### src/rtl/mem_stage.sv
// Memory stage: holds one instruction from EXE, waits for load data when needed,
// and hands the aligned/extended result on to writeback.
module mem_stage (
    input  logic        clk,
    input  logic        resetn,
    input  logic        ws_allowin,
    output logic        ms_allowin,
    input  logic        es_to_ms_valid,
    input  logic [75:0] es_to_ms_bus,
    input  logic        data_sram_data_ok,
    input  logic [31:0] data_sram_rdata,
    output logic        ms_to_ws_valid,
    output logic [69:0] ms_to_ws_bus,
    output logic [4:0]  ms_to_ds_dest,
    output logic [31:0] ms_to_ds_result,
    output logic        ms_to_ds_load_stall
);

    localparam logic [1:0] ST_EMPTY = 2'd0;
    localparam logic [1:0] ST_WAIT  = 2'd1;
    localparam logic [1:0] ST_READY = 2'd2;

    logic [1:0]  state_q, state_d;
    logic        ms_valid_q, ms_valid_d;
    logic [75:0] bus_q, bus_d;
    logic [31:0] rdata_buf_q, rdata_buf_d;

    logic [4:0]  load_op;
    logic        res_from_mem;
    logic        gr_we;
    logic [4:0]  dest;
    logic [31:0] alu_result;
    logic [31:0] pc;

    logic        ms_ready_go;
    logic [31:0] load_src;
    logic [7:0]  sel_byte;
    logic [15:0] sel_half;
    logic [31:0] load_result;
    logic [31:0] final_result;

    assign {load_op, res_from_mem, gr_we, dest, alu_result, pc} = bus_q;

    always_comb begin
        ms_ready_go = 1'b0;
        case (state_q)
            ST_WAIT:  ms_ready_go = data_sram_data_ok;
            ST_READY: ms_ready_go = 1'b1;
            default:  ms_ready_go = 1'b0;
        endcase
    end

    assign ms_allowin     = !ms_valid_q || (ms_ready_go && ws_allowin);
    assign ms_to_ws_valid = ms_valid_q && ms_ready_go;

    // In WAIT the returning word is used directly; once parked it comes from the buffer.
    assign load_src = (state_q == ST_WAIT) ? data_sram_rdata : rdata_buf_q;

    always_comb begin
        sel_byte = load_src[7:0];
        case (alu_result[1:0])
            2'b00: sel_byte = load_src[7:0];
            2'b01: sel_byte = load_src[15:8];
            2'b10: sel_byte = load_src[23:16];
            2'b11: sel_byte = load_src[31:24];
            default: sel_byte = load_src[7:0];
        endcase
        sel_half = alu_result[1] ? load_src[31:16] : load_src[15:0];
    end

    always_comb begin
        load_result = load_src;
        if (load_op[1])
            load_result = {{24{sel_byte[7]}}, sel_byte};
        else if (load_op[2])
            load_result = {{16{sel_half[15]}}, sel_half};
        else if (load_op[3])
            load_result = {24'd0, sel_byte};
        else if (load_op[4])
            load_result = {16'd0, sel_half};
    end

    assign final_result = res_from_mem ? load_result : alu_result;

    assign ms_to_ws_bus        = {gr_we, dest, final_result, pc};
    assign ms_to_ds_dest       = (ms_valid_q && gr_we) ? dest : 5'd0;
    assign ms_to_ds_result     = final_result;
    assign ms_to_ds_load_stall = (state_q == ST_WAIT) && !data_sram_data_ok;

    always_comb begin
        state_d     = state_q;
        ms_valid_d  = ms_valid_q;
        bus_d       = bus_q;
        rdata_buf_d = rdata_buf_q;
        if (ms_allowin) begin
            ms_valid_d = es_to_ms_valid;
            if (es_to_ms_valid) begin
                bus_d   = es_to_ms_bus;
                state_d = es_to_ms_bus[70] ? ST_WAIT : ST_READY;
            end else begin
                state_d = ST_EMPTY;
            end
        end else if (state_q == ST_WAIT && data_sram_data_ok) begin
            // WB is blocked: park the word so the result survives the stall.
            rdata_buf_d = data_sram_rdata;
            state_d     = ST_READY;
        end
    end

    always_ff @(posedge clk or negedge resetn) begin
        if (!resetn) begin
            state_q     <= ST_EMPTY;
            ms_valid_q  <= 1'b0;
            bus_q       <= 76'd0;
            rdata_buf_q <= 32'd0;
        end else begin
            state_q     <= state_d;
            ms_valid_q  <= ms_valid_d;
            bus_q       <= bus_d;
            rdata_buf_q <= rdata_buf_d;
        end
    end

endmodule

### config.mk
export PLATFORM = sky130hd
export DESIGN_NAME = mem_stage
export DESIGN_NICKNAME = d
export VERILOG_FILES = /design/src/rtl/mem_stage.sv
export SDC_FILE = /design/constraint.sdc
export NUM_CORES = 1
export LEC_CHECK = 0
export CORE_MARGIN = 4
export CORE_UTILIZATION = 48
export CTS_BUF_LIST = sky130_fd_sc_hd__clkbuf_4
export DETAILED_ROUTE_END_ITERATION = 10
export DONT_BUFFER_PORTS = 1
export PLACE_DENSITY = 0.73
export SLEW_MARGIN = 30
export SYNTH_ARGS = -nofsm -noshare
export SYNTH_HDL_FRONTEND = slang
export SYNTH_SLANG_ARGS = --single-unit
### constraint.sdc
create_clock -name clk -period 3.49 [get_ports clk]
set_input_delay 0.698 -clock clk [delete_from_list [all_inputs] [get_ports clk]]
set_output_delay 0.698 -clock clk [all_outputs]
set_load 0.1 [all_outputs]
==> impl_metrics.py, run 1 <==
metrics = {
    "global_routing": {
        "grt_antenna_before_repair": 1,
        "busiest_layer": "met2",
        "grt-ovfl-total": 0,
        "grt_pass1_vias": 4189,
        "met3_usage_pct": 7.60,
        "grt.met1_usage_pct": 24.8,
        "grt_pass1_wl_mm": 23.3,
        "grtUsageMet2_pct": 34.6,
        "grt_start_max_net_pins": 111,
        "grt_use_total_pct": 20.8,
    },
    "sta": {
        "fin_hold_ws_ns": 0.139,
        "rsz0062_at_grt": "true",
        "clock.fmax_ghz": 0.282,
        "min_period_over_period_pct": 102,
        "period_minus_slack_ns": 3.55,
        "fin_ws_ns": -0.0611,
        "max-slew-margin-rel_pct": 33.5,
        "worst_pin_slew_ns": 0.997,
        "skew_ns": 0.0128,
        "slew_viol_final": 0,
        "hold_viol": 0,
        "finalSetupViolCount": 36,
    },
    "detailed_routing": {
        "routed_wl_mm": 15.3,
        "ant_nets": 0,
        "vias": 3872,
        "drt_iter0_drc": 207,
        "drtPass1Iterations": 5,
        "viasPerCell": 5.86,
        "routedWlPerCell_um": 23.2,
        "drcViolationCount": 0,
    },
    "floorplan": {
        "dieArea_um2": 14600,
        "start_util_pct": 48.8,
        "rows": 41,
        "die_w_um": 121,
        "dieHeight_um": 121,
        "ioPinCount": 223,
        "fp.coreArea_um2": 12600,
    },
    "clock_network": {
        "h-tree-depth": 3,
        "cts_sinks": 110,
        "clk_latency_ns": 0.50,
        "root_buffer": "clkbuf_4",
        "cts_tree": "done",
        "cts_buffers": 9,
        "cts.clk_slew.worst_paths_ns": 0.16,
        "clockBufferDepth": 2,
    },
    "status": {
        "violations": "negative setup slack",
        "status": "complete, but fails checks",
    },
    "worst_setup_path": {
        "path_class": "reg2out",
        "path_max_fanout": 8,
        "rr_worst_depth": 8,
        "worst_setup_path_end_kind": "primary output",
        "cp_data_arrival_time_ns": 2.85,
        "cp-start-kind": "flip-flop",
        "required_ns": 2.79,
    },
    "yosys": {
        "synthArstFlopShare_pct": 100,
        "ys_types": 40,
        "ys_warn_count": 0,
        "synth_fp_nets": 610,
        "synth_edf_count": 0,
        "synthCells": 495,
        "synthFlopType": "dfrtp_1",
        "synth_area_um2": 6130,
        "seq_area_frac_synth_pct": 44.9,
        "syn_avg_cell_area_um2": 12.4,
        "synth-seq-cells": 110,
    },
    "place": {
        "gp_congestion": 0.820,
        "dpl.cell_count": 625,
        "dp_hpwl_mm": 10.8,
        "portBuffers": 0,
    },
    "cells_and_area": {
        "area.growth.synth_to_final_pct": 18.5,
        "finalNetCount": 599,
        "nFillCells": 1027,
        "multi_input_area_um2": 2940,
        "drive_gt1_share_pct": 32.6,
        "finalNonFillerCells": 661,
        "register_area_um2": 2750,
        "layout_common_cells": "dfrtp_1, mux2_1, buf_12, buf_4, nor2_1",
        "final_common_cell": "dfrtp_1",
        "final_core_util_pct": 57.8,
    },
    "job": {
        "maxCapViolations": 0,
    },
    "min_path": {
        "worstHoldPathType": "in2async",
    },
}
==> metal layers <==
metal | wire, um | part of all wire (%)
met5 | 0 | 0
met1 | 5790 | 38
met4 | 317 | 2.1
met2 | 7880 | 51
met3 | 1320 | 8.6
==> worst paths after layout <==
path / from / end / slack, ns
setup / recovery: state_q[1] / ms_to_ws_bus[60] / -0.06
hold / removal: resetn / bus_q[2] / 0.14
setup reg to reg: state_q[0] / bus_q[5] / 0.81
hold reg to reg: bus_q[52] / bus_q[52] / 0.51
max in group asynchronous: resetn / rdata_buf_q[5] / 2.94
min in group clk: es_to_ms_valid / ms_valid_q / 0.31
==> worst max-delay path, stage by stage, from the launching register on <==
cell       delay, ns
dfrtp_1         0.42
inv_2           0.08
ha_4            0.20
mux2_4          0.33
mux4_2          0.59
a2bb2oi_4       0.25
o22a_2          0.27
buf_12          0.20
==> flip-flops by register name, summed over array words and instances (netlist names) <==
register     flops
bus_q           75
rdata_buf_q     32
ms_valid_q       1
state_q          2
==> logic make-up after synthesis <==
logic type	Yosys count	share of synthesized area (%)
compound gates	68	7.92
simple gates	54	4.18
mux	152	31.0
buf+inv	109	11.6
flops	110	44.9
fa+ha+maj	2	0.408
==> final cells by class <==
class / count / area share (%)
inverters: 7 / 0.362
flip-flops and latches: 110 / 37.9
well taps: 172 / 2.96
clock inverters: 5 / 0.706
repair buffers: 79 / 16.5
multi-input cells: 277 / 40.5
diodes: 1 / 0.0345
clock buffers: 10 / 1.03
==> Yosys cell counts, types with 2 or more instances <==
| cell | count | area, um^2 |
|---|---|---|
| and3_1 | 5 | 31.3 |
| buf_2 | 15 | 75.1 |
| inv_1 | 5 | 18.8 |
| mux4_2 | 18 | 405 |
| mux2i_1 | 22 | 220 |
| buf_6 | 2 | 22.5 |
| dfrtp_1 | 110 | 2750 |
| o2bb2ai_1 | 2 | 17.5 |
| buf_4 | 72 | 541 |
| mux2_4 | 3 | 45.0 |
| a31oi_1 | 2 | 12.5 |
| clkinv_1 | 2 | 7.51 |
| nor2b_1 | 4 | 25.0 |
| mux2_1 | 107 | 1200 |
| o211ai_1 | 5 | 37.5 |
| nor3b_1 | 2 | 15.0 |
| ha_1 | 2 | 25.0 |
| o22ai_1 | 3 | 18.8 |
| clkbuf_1 | 13 | 48.8 |
| nand2_1 | 8 | 30.0 |
| nor2_1 | 27 | 101 |
| o21ai_0 | 6 | 30.0 |
| nand2b_1 | 2 | 12.5 |
| o22a_1 | 20 | 175 |
| mux2_2 | 2 | 22.5 |
| o21ai_1 | 13 | 65.1 |
| a21oi_1 | 10 | 50.1 |
==> per-stage QoR <==
stage               setup TNS [ns]  cell area, um^2  setup WS, ns
global route                 -7.11             7260        -0.162
global placement                 0             6830         0.234
CTS                          -3.14             7150        -0.104
detailed placement               0             6830         0.143
finish                       -1.40             7260       -0.0611
floorplan                   -0.174             6220        -0.174
==> timing repair <==
action                                  CTS  global route
resized for setup                        11             3
endpoints found under the setup margin   64            64
endpoints found under the hold margin   110             0
gates cloned                              2             0
pin swaps                                 4             6
setup buffers                             6            11
hold buffers                              1             0
Power of run 1 is not shown: default switching activity piles up to over one toggle a cycle in this logic, so the estimate is an artifact.
==> run 2, diff against run 1 <==
--- a/config.mk
+++ b/config.mk
@@ -5,7 +5,7 @@
 export SDC_FILE = /design/constraint.sdc
 export NUM_CORES = 1
 export LEC_CHECK = 0
-export CORE_MARGIN = 4
+export CORE_MARGIN = 2
 export CORE_UTILIZATION = 48
 export CTS_BUF_LIST = sky130_fd_sc_hd__clkbuf_4
 export DETAILED_ROUTE_END_ITERATION = 10
==> impl_metrics.py, run 2 (same netlist as run 1, synthesis figures left out) <==
metrics = {
    "status": {
        "violations": "negative setup slack",
        "status": "complete, but fails checks",
    },
    "place": {
        "dpl.cell_count": 623,
        "portBuffers": 0,
        "dp_hpwl_mm": 10.3,
        "place_area_um2": 6770,
        "gp_congestion": 0.835,
    },
    "detailed_routing": {
        "vias": 3828,
        "routedWlPerCell_um": 22.4,
        "viasPerCell": 5.81,
        "drt_iter0_drc": 203,
        "ant_nets": 0,
        "drcViolationCount": 0,
        "routed_wl_mm": 14.8,
        "drtPass1Iterations": 4,
    },
    "worst_setup_path": {
        "worst_setup_path_end_kind": "primary output",
        "crit_family": "multiplexers",
        "required_ns": 2.79,
        "slowest_delay_ns": 0.52,
        "crit_buf_inv": 3,
        "cp-start-kind": "flip-flop",
        "worst_path_max_delay_cell": "mux4_2",
        "path_max_fanout": 7,
        "path_class": "reg2out",
        "cp_data_arrival_time_ns": 2.86,
        "crit_chain": "inv_2 -> ha_4 -> mux2_4 -> mux4_2 -> a2bb2oi_4 -> clkbuf_16 -> o22a_4 -> buf_12",
    },
    "sta": {
        "fin_ws_ns": -0.0696,
        "period_minus_slack_ns": 3.56,
        "min_period_over_period_pct": 102,
        "rsz0062_at_grt": "true",
        "skew_ns": 0.0134,
        "max-slew-margin-rel_pct": 32.5,
        "slew_viol_final": 0,
        "clock.fmax_ghz": 0.281,
        "fin_hold_ws_ns": 0.0718,
        "worst_pin_slew_ns": 1.01,
        "finalSetupViolCount": 48,
        "hold_viol": 0,
    },
    "clock_network": {
        "h-tree-depth": 3,
        "root_buffer": "clkbuf_4",
        "cts_buffers": 9,
        "cts_tree": "done",
        "cts_sinks": 110,
        "clockBufferDepth": 2,
        "cts.clk_slew.worst_paths_ns": 0.17,
        "clk_latency_ns": 0.50,
    },
    "floorplan": {
        "dieArea_um2": 13700,
        "rows": 41,
        "ioPinCount": 223,
        "die_w_um": 117,
        "start_util_pct": 48.8,
        "dieHeight_um": 117,
        "fp.coreArea_um2": 12600,
    },
    "cells_and_area": {
        "nFillCells": 988,
        "reg_top3": "bus_q: 75 flops, rdata_buf_q: 32 flops, state_q: 2 flops",
        "final_core_util_pct": 58.0,
        "top_register": "bus_q",
        "finalInstanceArea_um2": 7290,
        "largest_reg_flops": 75,
        "final_common_cell": "dfrtp_1",
        "layout_common_cells": "dfrtp_1, mux2_1, buf_12, buf_4, nor2_1",
        "register_area_um2": 2750,
        "multi_input_area_um2": 3020,
        "area.growth.synth_to_final_pct": 19.0,
        "finalNonFillerCells": 659,
        "drive_gt1_share_pct": 32.4,
        "finalNetCount": 594,
    },
    "global_routing": {
        "grt_start_max_net_pins": 111,
        "grt_pass1_vias": 4083,
        "grt_use_total_pct": 22.1,
        "grt_pass1_wl_mm": 22.4,
        "grt-ovfl-total": 0,
        "grt_antenna_before_repair": 2,
    },
    "job": {
        "maxCapViolations": 0,
    },
    "min_path": {
        "worstHoldPathType": "in2async",
    },
}
-- run 2: changes by cell type in the layout (fill, tap and decap cells not counted), moves of 2 or more --
cell / previous run / this run
o22a_4: 3 / 15
clkinv_4: 0 / 2
o22a_2: 17 / 5
buf_4: 32 / 30
diode_2: 1 / 3
buf_12: 43 / 39
-- run 2: worst reg2reg max path: stages (launching register included) --
cell	delay (ns)
dfrtp_1	0.46
ha_4	0.22
buf_2	0.17
a21oi_1	0.38
o31ai_4	0.13
nand2_4	0.49
buf_12	0.31
mux2_1	0.37
-- run 2: timing repair --
item | 4_1_cts | 5_1_grt
setup buffers | 12 | 2
hold buffers | 1 | 0
endpoints found under the hold margin | 110 | 0
gates resized for setup | 25 | 5
pin swaps | 2 | 2
cloned | 2 | 0
setup endpoints to repair | 64 | 62
-- run 2: per-stage QoR --
step	worst slack, ns	setup TNS [ns]
5_1_grt	-0.155	-7.03
2_1_floorplan	-0.174	-0.174
3_3_place_gp	0.227	0
3_5_place_dp	0.169	0
4_1_cts	-0.0752	-2.94
6_report	-0.0696	-1.95
-- run 2: routing by layer --
metal / track usage, % / share of wire (%) / vias to the layer above
li1: - / - / 1680
met1: 26.6 / 39 / 1951
met2: 36.3 / 49 / 166
met3: 7.93 / 9.1 / 31
met4: 8.94 / 2.9 / 0
met5: 0 / 0 / -
-- run 2: cell type report --
class	count	share of cell area, %
Clock inverter	7	1.01
Antenna cell	3	0.103
Tap cell	172	2.95
Sequential cell	110	37.7
Timing Repair Buffer	75	15.6
Clock buffer	9	0.926
Multi-Input combinational cell	276	41.3
Inverter	7	0.360
-- run 2: path summary, 6_finish.rpt --
path / startpoint / endpoint / slack [ns] / cells past startpoint
min in group clk: es_to_ms_valid / ms_valid_q / 0.29 / 1
hold reg to reg: rdata_buf_q[19] / rdata_buf_q[19] / 0.52 / 1
setup reg to reg: state_q[0] / bus_q[15] / 0.86 / 7
max in group asynchronous: resetn / bus_q[64] / 2.90 / 1
hold / removal: resetn / rdata_buf_q[13] / 0.07 / 1
setup / recovery: state_q[1] / ms_to_ws_bus[59] / -0.07 / 8
Power of run 2 is left out for the same reason.
